--- config.mk ---
export PLATFORM = sky130hd
export DESIGN_NAME = approx_mult_error_accumulator
export DESIGN_NICKNAME = d
export VERILOG_FILES = /design/src/rtl/approx_mult_error_accumulator.sv
export SDC_FILE = /design/constraint.sdc
export NUM_CORES = 1
export LEC_CHECK = 0
export CORE_MARGIN = 2
export CORE_UTILIZATION = 50
export DETAILED_ROUTE_END_ITERATION = 7
export GPL_ROUTABILITY_DRIVEN = 0
export GPL_TIMING_DRIVEN = 0
export PLACE_DENSITY = 0.77
export SYNTH_ARGS = -nofsm -noshare
export SYNTH_HDL_FRONTEND = slang
export SYNTH_SLANG_ARGS = --single-unit
export TNS_END_PERCENT = 5
--- constraint.sdc ---
create_clock -name clk -period 4.6 [get_ports clk]
set_clock_uncertainty 0.2 [all_clocks]
set_input_delay 0.92 -clock clk [delete_from_list [all_inputs] [get_ports clk]]
set_output_delay 0.92 -clock clk [all_outputs]
set_load 0.01 [all_outputs]
--- src/rtl/approx_mult_error_accumulator.sv ---
// approx_mult_error_accumulator: accumulates ED = |exact - approx| count/sum/max over a programmed run.
// Define ERR_MAX_TRACK_EN to build max_ed tracking; otherwise max_ed is tied to 0.
module approx_mult_error_accumulator #(
  parameter int W     = 32,
  parameter int CNT_W = 16,
  parameter int ACC_W = 48
) (
  input  logic             clk,
  input  logic             rst_n,
  input  logic             start,
  input  logic [CNT_W-1:0] num_samples,
  input  logic             in_valid,
  output logic             in_ready,
  input  logic [W-1:0]     approx_prod,
  input  logic [W-1:0]     exact_prod,
  output logic             busy,
  output logic             done,
  output logic [CNT_W-1:0] sample_cnt,
  output logic [CNT_W-1:0] err_cnt,
  output logic [ACC_W-1:0] sum_ed,
  output logic [W-1:0]     max_ed
);
  typedef enum logic [1:0] {IDLE, RUN, DONE} state_t;
  state_t state, state_nx;
  logic [CNT_W-1:0] target;
  logic [W-1:0] ed;
  logic [ACC_W:0] sum_nx;
  logic accept, last, clear;

  assign accept = in_valid && in_ready;
  assign clear  = state == IDLE && start;
  assign last   = sample_cnt + CNT_W'(1) == target;
  assign ed     = exact_prod >= approx_prod ? exact_prod - approx_prod : approx_prod - exact_prod;
  // one extra bit catches the carry that triggers saturation
  assign sum_nx = {1'b0, sum_ed} + (ACC_W+1)'(ed);

  always_ff @(posedge clk or negedge rst_n)
    if (!rst_n) state <= IDLE;
    else state <= state_nx;

  always_comb begin
    state_nx = state;
    case (state)
      IDLE:    state_nx = start ? (num_samples != '0 ? RUN : DONE) : IDLE;
      RUN:     state_nx = accept && last ? DONE : RUN;
      default: state_nx = IDLE;
    endcase
  end

  always_comb begin
    in_ready = state == RUN;
    busy     = state == RUN;
    done     = state == DONE;
  end

  always_ff @(posedge clk or negedge rst_n)
    if (!rst_n) begin
      target     <= '0;
      sample_cnt <= '0;
      err_cnt    <= '0;
      sum_ed     <= '0;
    end else if (clear) begin
      target     <= num_samples;
      sample_cnt <= '0;
      err_cnt    <= '0;
      sum_ed     <= '0;
    end else if (accept) begin
      sample_cnt <= sample_cnt + CNT_W'(1);
      err_cnt    <= err_cnt + CNT_W'(ed != '0);
      sum_ed     <= sum_nx[ACC_W] ? '1 : sum_nx[ACC_W-1:0];
    end

`ifdef ERR_MAX_TRACK_EN
  always_ff @(posedge clk or negedge rst_n)
    if (!rst_n) max_ed <= '0;
    else if (clear) max_ed <= '0;
    else if (accept && ed > max_ed) max_ed <= ed;
`else
  assign max_ed = '0;
`endif
endmodule

==> reports/results.tsv, run 1 <==
stage	metric	value	unit
status	run_status	finished, violations left	
status	violations	setup timing	
synthesis	syn_avg_cell_area	7.589	µm²
sta	worst_slack	-1.013	ns
hold_path	hold_depth	2	
drt	wl_per_cell	18.55	µm
floorplanning	die_area	0.02173	mm²
synthesis	yosysWarnings	0	
sta	worst_pin_slew	0.7429	ns
place	placed_cells	1823	
synthesis	synth-edff-count	0	
synthesis	yosysUniqueCellTypes	75	
setup_path	worst_setup_path_start_kind	primary input	
synthesis	ys_seq_elements	98	
setup_path	reg2reg_from	sum_ed[0]	
flow_run	maxCapViolations	0	
drt	vias	11742	
clocking	clk_pin_slew	0.08	ns
place	hpwlAfterDp	24460	µm
clocking	hold_buffers	0	
setup_path	cp_common_cell	buf_6	
grt	grt_pass1_wl	55010	µm
sta	hold_ws	0.3038	ns
place	dp_slack	-2.373	ns
floorplanning	coreArea	0.02023	mm²
setup_path	cp.required	4.68	ns
floorplanning	die_w	147.4	µm
synthesis	synthCells	1355	
setup_path	rrSetupSlack	1.01	ns
drt	ant_nets	0	
synthesis	async_reset_ff_frac	1.000	
sta	setup_viol	64	
hold_path	hold_path.class	reg2reg	
drt	dr.pass1.iters	6	
finish	mostFrequentLayoutCell	nand2_1	
setup_path	critPathKind	in2reg	
grt	grt_pass1_vias	11021	
drt	drt_wl_total	36090	µm
sta	period_minus_slack	5.613	ns
floorplanning	dieHeight	147.4	µm
sta	fmax	178.1	MHz
finish	drive_gt1_frac	0.2442	
finish	syn_to_final_growth	45.75	%
finish	nets	1858	
setup_path	slowest_stage	mux2_2	
power_and_ir_drop	power_leakage	0.006760	µW
setup_path	r2r_end	sum_ed[32]	
clocking	ctsLongestPathBuffers	2	
finish	num_antenna_cells	0	
synthesis	ys_seq_area_frac	0.2385	
hold_path	min_from	target[4]	
sta	final_hold_viol_count	0	
clocking	clockRootBuffer	clkbuf_16	
floorplanning	start_util	0.5082	
finish	instances_no_fill	1945	
clocking	clk_latency	0.37	ns
floorplanning	rows	52	
grt	grt_overflow	0	
synthesis	synth-main-ff-cell	dfrtp_1	
sta	rsz0062_at_grt	yes	
power_and_ir_drop	vdd_ir_drop_max	0.3330	mV
finish	layout_common_cells	nand2_1 (154), buf_4 (136), a21oi_1 (104), clkdlybuf4s50_1 (103), dfrtp_1 (98)	
sta	maxSlewViolCount	0	
sta	maxSlewHeadroom	0.5048	
drt	post_drt_via_cell_ratio	6.037	
setup_path	reg2regPathDepth	15	
grt	grt.total_usage	0.3111	
power_and_ir_drop	cellPowerDensity	473.0	mW/mm²
clocking	cts.sinks	98	
grt	grt_max_degree	51	
setup_path	max_stage_delay	0.36	ns
sta	period_share	1.220	
setup_path	endpoint_kind	flip-flop	
hold_path	holdPathEnd	target[4]	
drt	drtIter0Drc	1055	
clocking	cts_buffers	9	
clocking	cts_tree	yes	
synthesis	synth_area	0.01028	mm²
place	numPortBuffers	166	
grt	antenna_found_initial	0	
setup_path	crit_arrival	5.70	ns
drt	drcViolationCount	0	
clocking	htreeDepth	3	
floorplanning	num_io_pins	199	
setup_path	crit_path_max_fanout	7	
stage by stage:
step                      TNS (ns)  cell area, µm²  total power, µW  utilization
after CTS                   -40.07           14500             6563       0.7164
after floorplan             -36.93           10550             3888            -
after detailed placement   -127.38           12580             5061       0.6215
after global routing        -56.11           14990             7519       0.7407
after global placement     -264.23           12550             4981       0.6203
final                       -49.50           14990             7090       0.7407
registers in the layout, summed over array words and instances, names as in the netlist:
| name | flops |
|---|---|
| target | 16 |
| sum_ed | 48 |
| state | 2 |
| sample_cnt | 16 |
| err_cnt | 16 |
report_power, final:
part	internal (µW)	switching, µW	total, µW	leakage (µW)
clock network	440	390	830	0.000157
registers	1120	323	1440	0.00125
logic	2320	2500	4820	0.00536
worst max path at each step:
stage	startpoint	endpoint	slack (ns)
3_5_place_dp	exact_prod[0]	sum_ed[43]	-2.37
6_report	exact_prod[25]	sum_ed[43]	-1.01
2_1_floorplan	exact_prod[0]	sum_ed[37]	-0.87
4_1_cts	approx_prod[29]	sum_ed[45]	-0.96
5_1_grt	approx_prod[21]	sum_ed[43]	-1.13
3_3_place_gp	exact_prod[0]	sum_ed[43]	-2.31
what timing repair did:
item	in CTS	in global routing
cloned	2	2
pin swaps	93	48
resized for setup	345	75
endpoints found under the setup margin	64	64
setup buffers	90	23
endpoints found under the hold margin	0	0
worst max-delay path: cells and delay by family:
| kind | cells | cell delay [ns] |
|---|---|---|
| AO/OA/AOI/OAI | 10 | 1.90 |
| XOR/XNOR | 1 | 0.19 |
| adder cells (fa/ha/maj) | 2 | 0.67 |
| buffers and inverters | 6 | 0.88 |
| multiplexers | 1 | 0.36 |
| AND/OR/NAND/NOR | 5 | 0.76 |
final cells by class:
cell class	count	area [µm²]
multi-input cells	1101	8324
fillers	1442	5246
repair buffers	282	2536
flip-flops and latches	98	2452
plain buffers	90	679.4
inverters	88	342.8
well taps	270	337.8
clock buffers	9	225.2
clock inverters	7	90.09
cells in the mapped netlist (7+ instances only):
| master | n | area share |
|---|---|---|
| a21oi_1 | 121 | 0.059 |
| nor3_1 | 20 | 0.0097 |
| o21a_1 | 12 | 0.0088 |
| nand4_1 | 22 | 0.013 |
| mux2i_1 | 8 | 0.0078 |
| ha_1 | 101 | 0.12 |
| a31oi_1 | 19 | 0.012 |
| nand2_1 | 165 | 0.060 |
| nor4_1 | 14 | 0.0085 |
| nand3_1 | 52 | 0.025 |
| o21ai_0 | 110 | 0.054 |
| and2_1 | 10 | 0.0061 |
| dfrtp_1 | 98 | 0.24 |
| o21bai_1 | 10 | 0.0073 |
| xor2_1 | 44 | 0.037 |
| nor2b_1 | 11 | 0.0067 |
| nor2_1 | 97 | 0.035 |
| and3_1 | 18 | 0.011 |
| nand2b_1 | 12 | 0.0073 |
| o211ai_1 | 7 | 0.0051 |
| buf_4 | 35 | 0.026 |
| buf_2 | 23 | 0.011 |
| o31ai_1 | 9 | 0.0066 |
| inv_1 | 87 | 0.032 |
| clkbuf_1 | 41 | 0.015 |
| a211oi_1 | 19 | 0.014 |
| a21o_1 | 53 | 0.039 |
| xnor2_1 | 51 | 0.043 |
kinds of logic (layout without fill, tap and decap cells):
family | Yosys count | in the layout | share of synthesized area
compound gates | 416 | 416 | 0.2560
fa+ha+maj | 104 | 104 | 0.1287
other cells | 1 | 32 | 0.0003647
flops | 98 | 98 | 0.2385
simple gates | 442 | 444 | 0.2008
buf+inv | 189 | 476 | 0.08456
xor+xnor | 95 | 95 | 0.08091
mux | 10 | 10 | 0.01022
per-layer routing:
metal  up-vias  part of all wire  wire length, µm  track usage
met2       763              0.48            17300       0.5339
met4         0             0.049             1774       0.1293
li1       5342                 -                -            -
met1      5459              0.38            13820       0.3931
met5         -                 0                0            0
met3       178             0.088             3188      0.04630
Power figures use the tool's default switching activity.
==> run 2: changes to the inputs <==
Settings changed: SKIP_CTS_REPAIR_TIMING from default to 1, TNS_END_PERCENT 5 to default.
==> reports/results.tsv, run 2 (same netlist as run 1, synthesis figures left out) <==
stage	metric	value	unit	change
flow_run	maxCapViolations	0		unchanged
hold_path	hold_path.class	reg2reg		
floorplanning	die_area	0.02173	mm²	unchanged
hold_path	hold_depth	2		unchanged
place	dp_slack	-2.494	ns	-0.1218 ns
finish	drive_gt1_frac	0.2425		-0.001646
sta	maxSlewHeadroom	0.4920		-0.01274
sta	fmax	174.3	MHz	-2.2%
hold_path	min_from	target[8]		
status	run_status	finished, violations left		
floorplanning	coreArea	0.02023	mm²	unchanged
setup_path	critPathKind	in2reg		
sta	setup_viol	64		unchanged
grt	grt_max_degree	51		unchanged
clocking	clk_pin_slew	0.08	ns	about the same
clocking	htreeDepth	3		unchanged
clocking	cts.sinks	98		unchanged
setup_path	rrSetupSlack	1.13	ns	+0.12 ns
setup_path	max_stage_delay	0.38	ns	+0.02 ns
finish	instances_no_fill	1944		-0.051%
power_and_ir_drop	cellPowerDensity	468.5	mW/mm²	-0.95%
drt	vias	11845		+0.88%
finish	largest_register	sum_ed		
sta	period_minus_slack	5.737	ns	+0.1236 ns
floorplanning	num_io_pins	199		unchanged
setup_path	reg2reg_from	sum_ed[0]		
drt	ant_nets	0		unchanged
sta	rsz0062_at_grt	yes		
place	placed_cells	1823		unchanged
setup_path	crit_path_max_fanout	10		+3
setup_path	slowest_stage	o41ai_4		
setup_path	crit_arrival	5.75	ns	+0.05 ns
finish	largest_reg_flops	48		unchanged
sta	setup_tns	-57.72	ns	-8.215 ns
clocking	cts_tree	yes		
setup_path	cp.required	4.61	ns	-0.07 ns
hold_path	holdPathEnd	target[8]		
sta	period_share	1.247		+0.02686
grt	grt_pass1_vias	10008		-9.2%
finish	syn_to_final_growth	48.38	%	
floorplanning	start_util	0.5082		unchanged
finish	num_antenna_cells	0		unchanged
clocking	clockRootBuffer	clkbuf_16		
place	hpwlAfterDp	24180	µm	-1.2%
setup_path	r2r_end	sum_ed[42]		
drt	dr.pass1.iters	5		-1
setup_path	reg2regPathDepth	15		unchanged
power_and_ir_drop	power_leakage	0.007202	µW	+6.5%
finish	nets	1857		-0.054%
setup_path	worst_setup_path_start_kind	primary input		
drt	drtIter0Drc	1169		+11%
finish	mostFrequentLayoutCell	nand2_1		
floorplanning	die_w	147.4	µm	unchanged
floorplanning	rows	52		unchanged
floorplanning	dieHeight	147.4	µm	unchanged
clocking	ctsLongestPathBuffers	2		unchanged
finish	layout_common_cells	nand2_1 (151), buf_4 (131), clkdlybuf4s50_1 (103), a21oi_1 (98), dfrtp_1 (98)		
sta	worst_pin_slew	0.7620	ns	+0.01911 ns
drt	wl_per_cell	18.89	µm	+1.8%
clocking	cts_buffers	9		unchanged
status	violations	setup timing		
place	numPortBuffers	166		unchanged
sta	worst_slack	-1.137	ns	-0.1236 ns
grt	grt_pass1_wl	50070	µm	-9.0%
sta	maxSlewViolCount	0		unchanged
grt	grt_overflow	0		unchanged
setup_path	endpoint_kind	flip-flop		
drt	post_drt_via_cell_ratio	6.093		+0.93%
sta	final_hold_viol_count	0		unchanged
drt	drcViolationCount	0		unchanged
clocking	clk_latency	0.36	ns	about the same
power_and_ir_drop	vdd_ir_drop_max	0.2262	mV	-32%
grt	antenna_found_initial	0		unchanged
drt	drt_wl_total	36720	µm	+1.7%
grt	grt.total_usage	0.2810		-0.03010
[run 2: worst max-delay path by stage]
stage,from,to,slack (ns)
global placement,exact_prod[0],sum_ed[43],-2.41
detailed placement,exact_prod[0],sum_ed[43],-2.49
CTS,exact_prod[0],sum_ed[43],-2.10
global route,approx_prod[21],sum_ed[41],-1.26
finish,approx_prod[18],sum_ed[32],-1.14
floorplan,exact_prod[0],sum_ed[37],-0.87
[run 2: area by class of cell]
cell class,count,area (µm²)
plain buffers,94,714.4
clock buffers,9,225.2
clock inverters,7,71.32
fillers,1362,4976
inverters,88,345.3
multi-input cells,1102,8394
flip-flops and latches,98,2452
well taps,270,337.8
repair buffers,276,2718
[run 2: report_power, final]
part           leakage (µW)  switching [µW]  internal, µW
Combinational       0.00581            2570          2360
Clock              0.000145             381           383
Sequential          0.00125             339          1120
[run 2: through the flow]
| step | power (µW) | utilization | area [µm²] | hold WS [ns] |
|---|---|---|---|---|
| 2_1_floorplan | 3955 | - | 10610 | 0.2652 |
| 3_3_place_gp | 5047 | 0.6232 | 12610 | 0.2795 |
| 3_5_place_dp | 5126 | 0.6245 | 12640 | 0.2861 |
| 4_1_cts | 5913 | 0.6391 | 12930 | 0.3024 |
| 5_1_grt | 7554 | 0.7541 | 15260 | 0.3423 |
| 6_report | 7149 | 0.7541 | 15260 | 0.3003 |
[run 2: critical path: cells and delay by family]
kind	cells	cell delay, ns
fa+ha+maj	2	0.51
buf+inv	7	1.01
xor+xnor	1	0.24
simple gates	3	0.49
compound gates	13	2.54
[run 2: metal layers]
layer / share of wire / wire (µm) / GRT usage / up-vias
li1: - / - / - / 5335
met1: 0.39 / 14330 / 0.3774 / 5543
met2: 0.47 / 17230 / 0.4708 / 775
met3: 0.085 / 3106 / 0.03457 / 192
met4: 0.056 / 2052 / 0.09615 / 0
met5: 0 / 0 / 0 / -
==> run 3: changes to the inputs <==
Settings changed: CELL_PAD_IN_SITES_DETAIL_PLACEMENT from default to 0, CELL_PAD_IN_SITES_GLOBAL_PLACEMENT from default to 1, CORE_UTILIZATION 50 to 39, PLACE_DENSITY 0.77 to default, PLACE_DENSITY_LB_ADDON from default to 0.1.
==> reports/results.tsv, run 3 (same netlist as run 1, synthesis figures left out) <==
stage	metric	value	unit	change
floorplanning	rows	59		+13%
setup_path	critPathKind	in2reg		
finish	seqCellArea	0.002452	mm²	unchanged
sta	period_share	1.310		+0.06235
place	hpwlAfterDp	26250	µm	+8.5%
finish	drive_gt1_frac	0.1981		-0.04447
finish	mostFrequentLayoutCell	nand2_1		
clocking	clk_pin_slew	0.07	ns	about the same
setup_path	endpoint_kind	flip-flop		
setup_path	critPathBufInv	6		-1
finish	nets	1834		-1.2%
drt	drt_wl_total	34230	µm	-6.8%
flow_run	maxCapViolations	0		unchanged
sta	rsz0062_at_grt	yes		
grt	antenna_found_initial	0		unchanged
setup_path	cpLargestDelayFamily	compound AO/OA/AOI/OAI gates		
sta	maxSlewHeadroom	0.4607		-0.03137
sta	worst_slack	-1.424	ns	-0.2868 ns
finish	layout_common_cells	nand2_1 (155), clkdlybuf4s50_1 (128), buf_4 (109), a21oi_1 (104), dfrtp_1 (98)		
clocking	cts_tree	yes		
status	run_status	finished, violations left		
grt	grt_overflow	0		unchanged
clocking	clockRootBuffer	clkbuf_16		
finish	fillers	2489		+83%
finish	multiInputGateArea	0.008038	mm²	-4.2%
sta	fmax	166.0	MHz	-4.8%
drt	ant_nets	0		unchanged
floorplanning	die_area	0.02768	mm²	+27%
grt	grt.total_usage	0.2303		-0.05066
sta	worst_pin_slew	0.8090	ns	+0.04706 ns
hold_path	hold_path.class	reg2reg		
setup_path	crit_path_max_fanout	9		-1
floorplanning	start_util	0.3958		-0.1125
clocking	ctsLongestPathBuffers	2		unchanged
setup_path	slowest_stage	a311oi_4		
finish	largest_register	sum_ed		
setup_path	cp.required	4.61	ns	about the same
floorplanning	die_w	166.4	µm	+13%
finish	num_antenna_cells	0		unchanged
floorplanning	coreArea	0.02598	mm²	+28%
place	numPortBuffers	166		unchanged
clocking	htreeDepth	3		unchanged
clocking	cts.sinks	98		unchanged
grt	grt_max_degree	54		+5.9%
power_and_ir_drop	vdd_ir_drop_max	0.2141	mV	-5.4%
grt	grt_pass1_wl	51770	µm	+3.4%
clocking	clk_latency	0.36	ns	about the same
status	violations	setup timing		
sta	setup_viol	64		unchanged
sta	final_hold_viol_count	0		unchanged
place	placed_area	0.01272	mm²	+0.64%
drt	wl_per_cell	17.23	µm	-8.7%
drt	post_drt_via_cell_ratio	5.362		-12%
finish	fin_area	0.01478	mm²	-3.1%
place	dp_slack	-2.579	ns	-0.08443 ns
sta	maxSlewViolCount	0		unchanged
setup_path	worst_setup_path_start_kind	primary input		
clocking	cts_buffers	9		unchanged
drt	vias	10649		-10%
power_and_ir_drop	cellPowerDensity	456.7	mW/mm²	-2.5%
grt	grt_pass1_vias	9874		-1.3%
setup_path	max_stage_delay	0.51	ns	+0.13 ns
setup_path	crit_arrival	6.04	ns	+0.29 ns
drt	dr.pass1.iters	5		unchanged
floorplanning	num_io_pins	199		unchanged
finish	largest_reg_flops	48		unchanged
drt	drcViolationCount	0		unchanged
power_and_ir_drop	power_leakage	0.006844	µW	-5.0%
sta	period_minus_slack	6.024	ns	+0.2868 ns
drt	drtIter0Drc	587		-50%
finish	syn_to_final_growth	43.74	%	
floorplanning	dieHeight	166.4	µm	+13%
[run 3: changes by cell type in the layout (fill, tap and decap cells not counted), sizes merged]
cell and change:
clkinvlp +3, buf -28, clkbuf +1, bufinv +1, dlymetal6s2s -18, clkdlybuf4s50 +25
inv -3, nand3 -1, clkinv -2, nor2 -1
[run 3: worst paths after layout]
path                                    to       startpoint  slack (ns)  depth (start not counted)
worst min register to register   target[3]        target[3]        0.30                          2
worst min-delay path             target[3]        target[3]        0.30                          2
max in group asynchronous        target[7]            rst_n        3.08                          2
worst max register to register  sum_ed[32]        sum_ed[0]        1.07                         16
worst max-delay path            sum_ed[32]  approx_prod[10]       -1.42                         25
min in group asynchronous       sum_ed[40]            rst_n        0.42                          1
[run 3: where the power goes]
group          total (µW)  switching, µW  internal [µW]
Combinational        4510           2320           2190
Clock                 803            366            437
Sequential           1440            323           1120
[run 3: layout make-up]
class / instances / area share
well taps: 335 / 0.02836
clock inverters: 6 / 0.004486
inverters: 88 / 0.02319
multi-input cells: 1100 / 0.5438
flip-flops and latches: 98 / 0.1659
plain buffers: 97 / 0.04842
clock buffers: 10 / 0.01617
repair buffers: 252 / 0.1697
[run 3: per-stage QoR]
stage	cells	TNS, ns	hold WS (ns)	power (µW)	util
after floorplan	1386	-36.17	0.2652	3955	-
after global placement	1887	-299.28	0.2765	5138	0.4884
after detailed placement	1888	-138.22	0.2844	5176	0.4894
after CTS	1904	-115.30	0.3018	5988	0.5012
after global routing	1986	-83.61	0.3151	7263	0.5689
final	1986	-71.81	0.2995	6751	0.5689
[run 3: worst reg2reg max path, stage by stage (launching register included)]
cell       delay, ns
dfrtp_1         0.40
ha_1            0.19
inv_1           0.06
fa_2            0.35
nor2b_2         0.13
o21ai_2         0.10
a2111oi_4       0.32
a211o_1         0.26
a21oi_4         0.11
o31ai_4         0.20
o22a_4          0.22
and3_4          0.19
buf_6           0.14
nor2_4          0.06
buf_12          0.14
buf_12          0.12
a311oi_1        0.23
[run 3: routing by layer]
layer  track usage  routed length, µm
met1        0.2993              15180
met2        0.4075              17240
met3       0.02312               1249
met4       0.06222                557
met5             0                  0
